--- config.mk ---
export PLATFORM = sky130hd
export DESIGN_NAME = decode_stage
export DESIGN_NICKNAME = d
export VERILOG_FILES = /design/src/rtl/pinca_pkg.sv /design/src/rtl/decode_ctrl.sv /design/src/rtl/decode_stage.sv
export SDC_FILE = /design/constraint.sdc
export NUM_CORES = 1
export LEC_CHECK = 0
export BUFFER_PORTS_ARGS = -buffer_cell sky130_fd_sc_hd__buf_4
export CAP_MARGIN = 40
export CORE_ASPECT_RATIO = 1.1
export CORE_UTILIZATION = 26
export DETAILED_ROUTE_END_ITERATION = 7
export SLEW_MARGIN = 30
export SYNTH_ARGS = -nofsm -noshare
export SYNTH_HDL_FRONTEND = slang
export SYNTH_SLANG_ARGS = --single-unit
--- constraint.sdc ---
create_clock -name clock -period 2.9 [get_ports clock]
set_input_delay 0.29 -clock clock [delete_from_list [all_inputs] [get_ports clock]]
set_output_delay 0.29 -clock clock [all_outputs]
set_load 0.005 [all_outputs]
--- src/rtl/pinca_pkg.sv ---
// Shared decode constants: opcodes, funct codes, ALU op codes, PC-source types
// and the control bundle passed from decode_ctrl to the decode stage.
package pinca_pkg;

    localparam logic [5:0] OP_RTYPE = 6'h00;
    localparam logic [5:0] OP_J     = 6'h02;
    localparam logic [5:0] OP_BEQ   = 6'h04;
    localparam logic [5:0] OP_BNE   = 6'h05;
    localparam logic [5:0] OP_ADDI  = 6'h08;
    localparam logic [5:0] OP_LW    = 6'h23;
    localparam logic [5:0] OP_SW    = 6'h2B;

    localparam logic [5:0] FN_JR    = 6'h08;
    localparam logic [5:0] FN_ADD   = 6'h20;
    localparam logic [5:0] FN_SUB   = 6'h22;
    localparam logic [5:0] FN_AND   = 6'h24;
    localparam logic [5:0] FN_OR    = 6'h25;
    localparam logic [5:0] FN_SLT   = 6'h2A;

    localparam logic [2:0] ALU_ADD  = 3'b000;
    localparam logic [2:0] ALU_SUB  = 3'b001;
    localparam logic [2:0] ALU_AND  = 3'b010;
    localparam logic [2:0] ALU_OR   = 3'b011;
    localparam logic [2:0] ALU_SLT  = 3'b100;

    localparam logic [1:0] PCT_IMD   = 2'b00;
    localparam logic [1:0] PCT_REGA  = 2'b01;
    localparam logic [1:0] PCT_INDEX = 2'b10;
    localparam logic [1:0] PCT_EXC   = 2'b11;

    // How the redirect condition is formed from the two operands.
    typedef enum logic [1:0] {
        BR_NONE   = 2'b00,
        BR_EQ     = 2'b01,
        BR_NE     = 2'b10,
        BR_ALWAYS = 2'b11
    } br_kind_t;

    typedef struct packed {
        logic [2:0] aluop;
        logic       alusrc;
        logic       memread;
        logic       memwrite;
        logic       writereg;
        logic [4:0] regdest;
        br_kind_t   br;
        logic [1:0] pctype;
        logic       illegal;
    } dec_ctrl_t;

    function automatic logic [31:0] sext16(input logic [15:0] v);
        return {{16{v[15]}}, v};
    endfunction

endpackage

--- src/rtl/decode_ctrl.sv ---
// Purely combinational instruction decoder: opcode/funct/register fields
// to ID/EX control bundle, redirect kind and PC-source type.
module decode_ctrl
    import pinca_pkg::*;
(
    input  logic [5:0] opcode,
    input  logic [5:0] funct,
    input  logic [4:0] rt,
    input  logic [4:0] rd,
    input  logic       is_nop,
    output dec_ctrl_t  ctl
);

    logic [4:0] dest;

    always_comb begin
        ctl  = '0;
        dest = 5'd0;
        case (opcode)
            OP_RTYPE: begin
                case (funct)
                    FN_ADD: begin ctl.aluop = ALU_ADD; dest = rd; end
                    FN_SUB: begin ctl.aluop = ALU_SUB; dest = rd; end
                    FN_AND: begin ctl.aluop = ALU_AND; dest = rd; end
                    FN_OR:  begin ctl.aluop = ALU_OR;  dest = rd; end
                    FN_SLT: begin ctl.aluop = ALU_SLT; dest = rd; end
                    FN_JR: begin
                        ctl.br     = BR_ALWAYS;
                        ctl.pctype = PCT_REGA;
                    end
                    // The all-zero bubble is a legal NOP, not an illegal funct.
                    default: ctl.illegal = !is_nop;
                endcase
            end
            OP_ADDI: begin
                ctl.aluop  = ALU_ADD;
                ctl.alusrc = 1'b1;
                dest       = rt;
            end
            OP_LW: begin
                ctl.aluop   = ALU_ADD;
                ctl.alusrc  = 1'b1;
                ctl.memread = 1'b1;
                dest        = rt;
            end
            OP_SW: begin
                ctl.aluop    = ALU_ADD;
                ctl.alusrc   = 1'b1;
                ctl.memwrite = 1'b1;
            end
            OP_BEQ: begin
                ctl.br     = BR_EQ;
                ctl.pctype = PCT_IMD;
            end
            OP_BNE: begin
                ctl.br     = BR_NE;
                ctl.pctype = PCT_IMD;
            end
            OP_J: begin
                ctl.br     = BR_ALWAYS;
                ctl.pctype = PCT_INDEX;
            end
            default: ctl.illegal = 1'b1;
        endcase

        if (ctl.illegal) begin
            ctl.pctype = PCT_EXC;
        end
        ctl.regdest  = dest;
        ctl.writereg = (dest != 5'd0);
    end

endmodule

--- src/rtl/decode_stage.sv ---
// Decode pipeline stage: register reads, branch/jump resolution, wrong-path
// squash FSM and the ID/EX register. Optional macro: DECODE_EXCEPTION_EN.
module decode_stage
    import pinca_pkg::*;
#(
    parameter logic [31:0] EXC_VECTOR = 32'd64,
    parameter logic [31:0] NOP_INSTR  = 32'h0000_0000
) (
    input  logic        clock,
    input  logic        reset,
    input  logic [31:0] if_id_instruc,
    input  logic [31:0] if_id_nextpc,
    input  logic        ex_if_stall,
    output logic [4:0]  id_reg_addra,
    output logic [4:0]  id_reg_addrb,
    input  logic [31:0] reg_id_dataa,
    input  logic [31:0] reg_id_datab,
    output logic        id_if_selpcsource,
    output logic [1:0]  id_if_selpctype,
    output logic [31:0] id_if_pcimd2ext,
    output logic [31:0] id_if_rega,
    output logic [31:0] id_if_pcindex,
    output logic [31:0] id_ex_rega,
    output logic [31:0] id_ex_regb,
    output logic [31:0] id_ex_imedext,
    output logic [4:0]  id_ex_regdest,
    output logic [2:0]  id_ex_aluop,
    output logic        id_ex_alusrc,
    output logic        id_ex_memread,
    output logic        id_ex_memwrite,
    output logic        id_ex_writereg,
    output logic        dbg_state
);

    localparam logic [0:0] ST_RUN    = 1'b0;
    localparam logic [0:0] ST_SQUASH = 1'b1;

    logic [0:0]  state;
    logic [0:0]  state_next;
    dec_ctrl_t   ctl;
    logic [31:0] imm_ext;
    logic        redirect_cond;
    logic        exc_redirect;
    logic        redirect;
    logic        load_bubble;
    logic        unused_params;

    // EXC_VECTOR is applied by Fetch; kept here so both stages share one value.
    assign unused_params = ^EXC_VECTOR;

    decode_ctrl u_ctrl (
        .opcode (if_id_instruc[31:26]),
        .funct  (if_id_instruc[5:0]),
        .rt     (if_id_instruc[20:16]),
        .rd     (if_id_instruc[15:11]),
        .is_nop (if_id_instruc == NOP_INSTR),
        .ctl    (ctl)
    );

    assign id_reg_addra    = if_id_instruc[25:21];
    assign id_reg_addrb    = if_id_instruc[20:16];
    assign imm_ext         = sext16(if_id_instruc[15:0]);
    assign id_if_pcimd2ext = if_id_nextpc + (imm_ext << 2);
    assign id_if_pcindex   = {if_id_nextpc[31:28], if_id_instruc[25:0], 2'b00};
    assign id_if_rega      = reg_id_dataa;

`ifdef DECODE_EXCEPTION_EN
    assign exc_redirect = ctl.illegal;
`else
    assign exc_redirect = 1'b0;
`endif

    always_comb begin
        redirect_cond = exc_redirect;
        case (ctl.br)
            BR_EQ:     redirect_cond = (reg_id_dataa == reg_id_datab);
            BR_NE:     redirect_cond = (reg_id_dataa != reg_id_datab);
            BR_ALWAYS: redirect_cond = 1'b1;
            default:   ;
        endcase
    end

    // A stall always wins over a redirect; the redirect is re-evaluated once it drops.
    assign redirect          = (state == ST_RUN) && !ex_if_stall && redirect_cond;
    assign id_if_selpcsource = redirect;
    assign id_if_selpctype   = redirect ? ctl.pctype : PCT_IMD;

    always_comb begin
        state_next = state;
        if (!ex_if_stall) begin
            case (state)
                ST_RUN:    state_next = redirect ? ST_SQUASH : ST_RUN;
                ST_SQUASH: state_next = ST_RUN;
                default:   state_next = ST_RUN;
            endcase
        end
    end

    always_ff @(posedge clock or posedge reset) begin
        if (reset) begin
            state <= ST_RUN;
        end else begin
            state <= state_next;
        end
    end

    assign dbg_state   = state;
    assign load_bubble = (state == ST_SQUASH) || exc_redirect;

    always_ff @(posedge clock or posedge reset) begin
        if (reset) begin
            id_ex_rega     <= 32'd0;
            id_ex_regb     <= 32'd0;
            id_ex_imedext  <= 32'd0;
            id_ex_regdest  <= 5'd0;
            id_ex_aluop    <= 3'd0;
            id_ex_alusrc   <= 1'b0;
            id_ex_memread  <= 1'b0;
            id_ex_memwrite <= 1'b0;
            id_ex_writereg <= 1'b0;
        end else if (!ex_if_stall) begin
            if (load_bubble) begin
                id_ex_rega     <= 32'd0;
                id_ex_regb     <= 32'd0;
                id_ex_imedext  <= 32'd0;
                id_ex_regdest  <= 5'd0;
                id_ex_aluop    <= 3'd0;
                id_ex_alusrc   <= 1'b0;
                id_ex_memread  <= 1'b0;
                id_ex_memwrite <= 1'b0;
                id_ex_writereg <= 1'b0;
            end else begin
                id_ex_rega     <= reg_id_dataa;
                id_ex_regb     <= reg_id_datab;
                id_ex_imedext  <= imm_ext;
                id_ex_regdest  <= ctl.regdest;
                id_ex_aluop    <= ctl.aluop;
                id_ex_alusrc   <= ctl.alusrc;
                id_ex_memread  <= ctl.memread;
                id_ex_memwrite <= ctl.memwrite;
                id_ex_writereg <= ctl.writereg;
            end
        end
    end

endmodule

==> metrics.cfg <==
[sta]
min_period_ns = 2.838
slew_viol_final = 0
skew_ns = 0.008874
worst_slew_pin_slew_ns = 0.7897
final_hold_viol_count = 0
slew_headroom_pct = 47.35
fin_crit_sh_pct = 97.86
setup_viol = 0
postLayoutSetupSlackWorst_ns = 0.06209
setup_tns_ns = 0
holdWs_ns = 0.01474
rsz0062_at_grt = yes
max_freq_mhz = 352.4

[global_routing]
grt_remaining_overflow = 0
grt_antenna_before_repair = 2
grt_use_total_pct = 18.64
grt_pass1_vias = 5793
grt_max_degree = 74
grt_first_pass_wirelength_microns = 33980

[clock_tree]
clk-insertion-delay-late_ns = 0.34
cts_buffer_depth = 2
cts_tree = yes
clk_pin_slew_ns = 0.06
root_buffer = clkbuf_16
htree_levels = 3
numCtsBuffers = 9
cts.sinks = 93

[setup_path]
start_kind = primary input
cp_max_fo = 2
worst_path_largest_cell_delay_ns = 0.37
reg2reg_depth = 3
arrival_ns = 2.55
critPathRequiredTime_ns = 2.61
path_class = in2out
cp.depth = 12
crit_chain = buf_4 > ha_2 > fa_2 > a211oi_2 > o211ai_2 > nand2_1 > o21ai_2 > nand2_2 > nor4_1 > nor4_1 > xnor2_1 > buf_4
r2r-start = dbg_state$_DFFE_PP0N_
critPathLaunch = if_id_instruc[0]
slowest_stage = fa_2
critPathBufInv = 2
crit_family = simple AND/OR/NAND/NOR gates
end_kind = primary output

[finish]
final_nets = 1094
drive_gt1_share_pct = 48.61
fin_cells = 1245
finalInstanceArea_sq_um = 9306
fin_util_pct = 39.52
area_growth_pct = 49.57

[synthesis]
ys_types = 56
ys_seq_area_share_pct = 37.40
netlist_area_sq_um = 6222
synth-edff-count = 0
synth_top_area_share_pct = 37.40
synth_ff_type = dfrtp_1
yosys-top-cells-area = dfrtp_1, a22o_1, buf_4, ha_1, xor2_1
yosys_warnings = 0
avgSynthCellArea_sq_um = 9.783
yosys.area.top_type = dfrtp_1
ys_ff_latch = 93
syn_inst = 636
async_flop_share_pct = 100.0

[placement]
placed_cells = 1224
dpl_worst_slack_ns = -0.2193
hpwlAfterDp_microns = 19060
portBuffers = 342
place.gp.congestion = 0.8935
dpl-instance-area_sq_um = 8852

[route]
drt_iter0_drc = 202
vias_per_cell = 4.879
drt-pass1-iter-count = 4
drt_wl_total_microns = 23550
vias = 6074
drc = 0
avgRoutedWirePerCell_microns = 18.92
ant_nets = 0

[die]
dieArea_sq_um = 24560
core_area_sq_um = 23550
fp.dieH_microns = 164.3
rows = 59
initial_utilization_pct = 26.42
die_w_microns = 149.5
boundaryPins = 349

[power_and_ir_drop]
p_leak_nw = 4.658
power_density_nw_per_um2 = 442.1
power.total_mw = 4.115
ir_drop_v = 0.0002370

[outcome]
status = complete, no violations

[min_path]
hp-class = in2async

[job]
maxCapViolCount = 0

-- registers in the layout (all words and copies together), names as in the netlist --
signal          flops
id_ex_alusrc        1
id_ex_writereg      1
dbg_state           1
id_ex_regb         32
id_ex_regdest       5
id_ex_memread       1
id_ex_rega         32
id_ex_imedext      16
id_ex_memwrite      1
id_ex_aluop         3
-- cells by family after synthesis --
group	Yosys count	synth area share (%)
xor gates and xnor gates	59	8.305
muxes	1	0.1609
adders and majority gates	30	6.153
buffers and inverters	127	13.23
other	1	0.06027
DFF	93	37.40
AOI/OAI and AO/OA	210	25.54
and+or+nand+nor	115	9.150
-- layout make-up --
cell class,count,area (sq um)
clock buffer,12,256.5
tap,305,381.6
multi-input combinational,417,3221
fill,2416,14240
antenna,2,5.005
inverter,10,40.04
clock inverter,4,32.53
sequential,93,2327
timing repair buffer,402,3043
-- placed cells by master (no fill, tap or decap), types with 4 or more instances in the layout --
| master | count |
|---|---|
| buf_4 | 400 |
| inv_1 | 9 |
| a21oi_2 | 5 |
| ha_2 | 5 |
| xnor2_1 | 18 |
| o21ai_1 | 7 |
| a22o_1 | 83 |
| nor3_1 | 6 |
| nand3_1 | 10 |
| nor4_1 | 17 |
| a22oi_1 | 4 |
| nor2_1 | 26 |
| o21ai_0 | 17 |
| dfrtp_1 | 93 |
| xor2_1 | 41 |
| o21bai_1 | 4 |
| a21o_1 | 22 |
| clkbuf_16 | 9 |
| ha_1 | 22 |
| a21oi_1 | 32 |
| nand2_1 | 32 |
| nand4_1 | 6 |
-- cells in the mapped netlist, drive strengths merged, types with 2 or more instances --
master	count
a22oi	4
nor4b	2
a31oi	4
clkbuf	19
o31a	4
a21oi	37
nand3	11
nand2	33
nand2b	2
ha	29
xnor2	18
a2111oi	2
buf	98
nor4	17
a311oi	2
o21bai	4
nor2b	3
o31ai	5
nor3	7
a211oi	5
o21a	3
o211ai	3
a21o	22
a22o	83
xor2	41
nor2	28
inv	10
o21ai	25
nand4	6
dfrtp	93
-- timing repair --
action,4_1_cts,5_1_grt
endpoints found under the setup margin,4,7
hold buffers,0,0
gates resized for setup,6,25
pin swaps,1,19
setup buffers,1,3
-- metal layers --
| metal | GRT usage, % | vias to the layer above | part of all wire, % |
|---|---|---|---|
| met5 | 0 | - | 0 |
| met4 | 4.963 | 0 | 1.3 |
| met3 | 4.222 | 18 | 8.1 |
| met2 | 33.88 | 304 | 51 |
| met1 | 21.71 | 2901 | 39 |
| li1 | - | 2851 | - |
-- power by group --
part	internal (mW)	total [mW]	switching [mW]	leakage (nW)
clock network	0.632	1.15	0.517	0.135
registers	1.41	1.48	0.0733	1.16
logic	0.805	1.49	0.682	3.37
-- final timing paths --
check                                                to  slack [ns]
max                                 id_if_pcimd2ext[28]        0.06
min                          id_ex_rega[13]$_DFFE_PP0N_        0.01
max reg2reg                  id_ex_regb[14]$_DFFE_PP0N_        1.29
min reg2reg                id_ex_regdest[3]$_DFFE_PP0N_        0.48
max in group asynchronous    id_ex_rega[14]$_DFFE_PP0N_        2.18
min in group clock            id_ex_regb[4]$_DFFE_PP0N_        0.17
No activity file was read; power rests on OpenSTA's default activity.
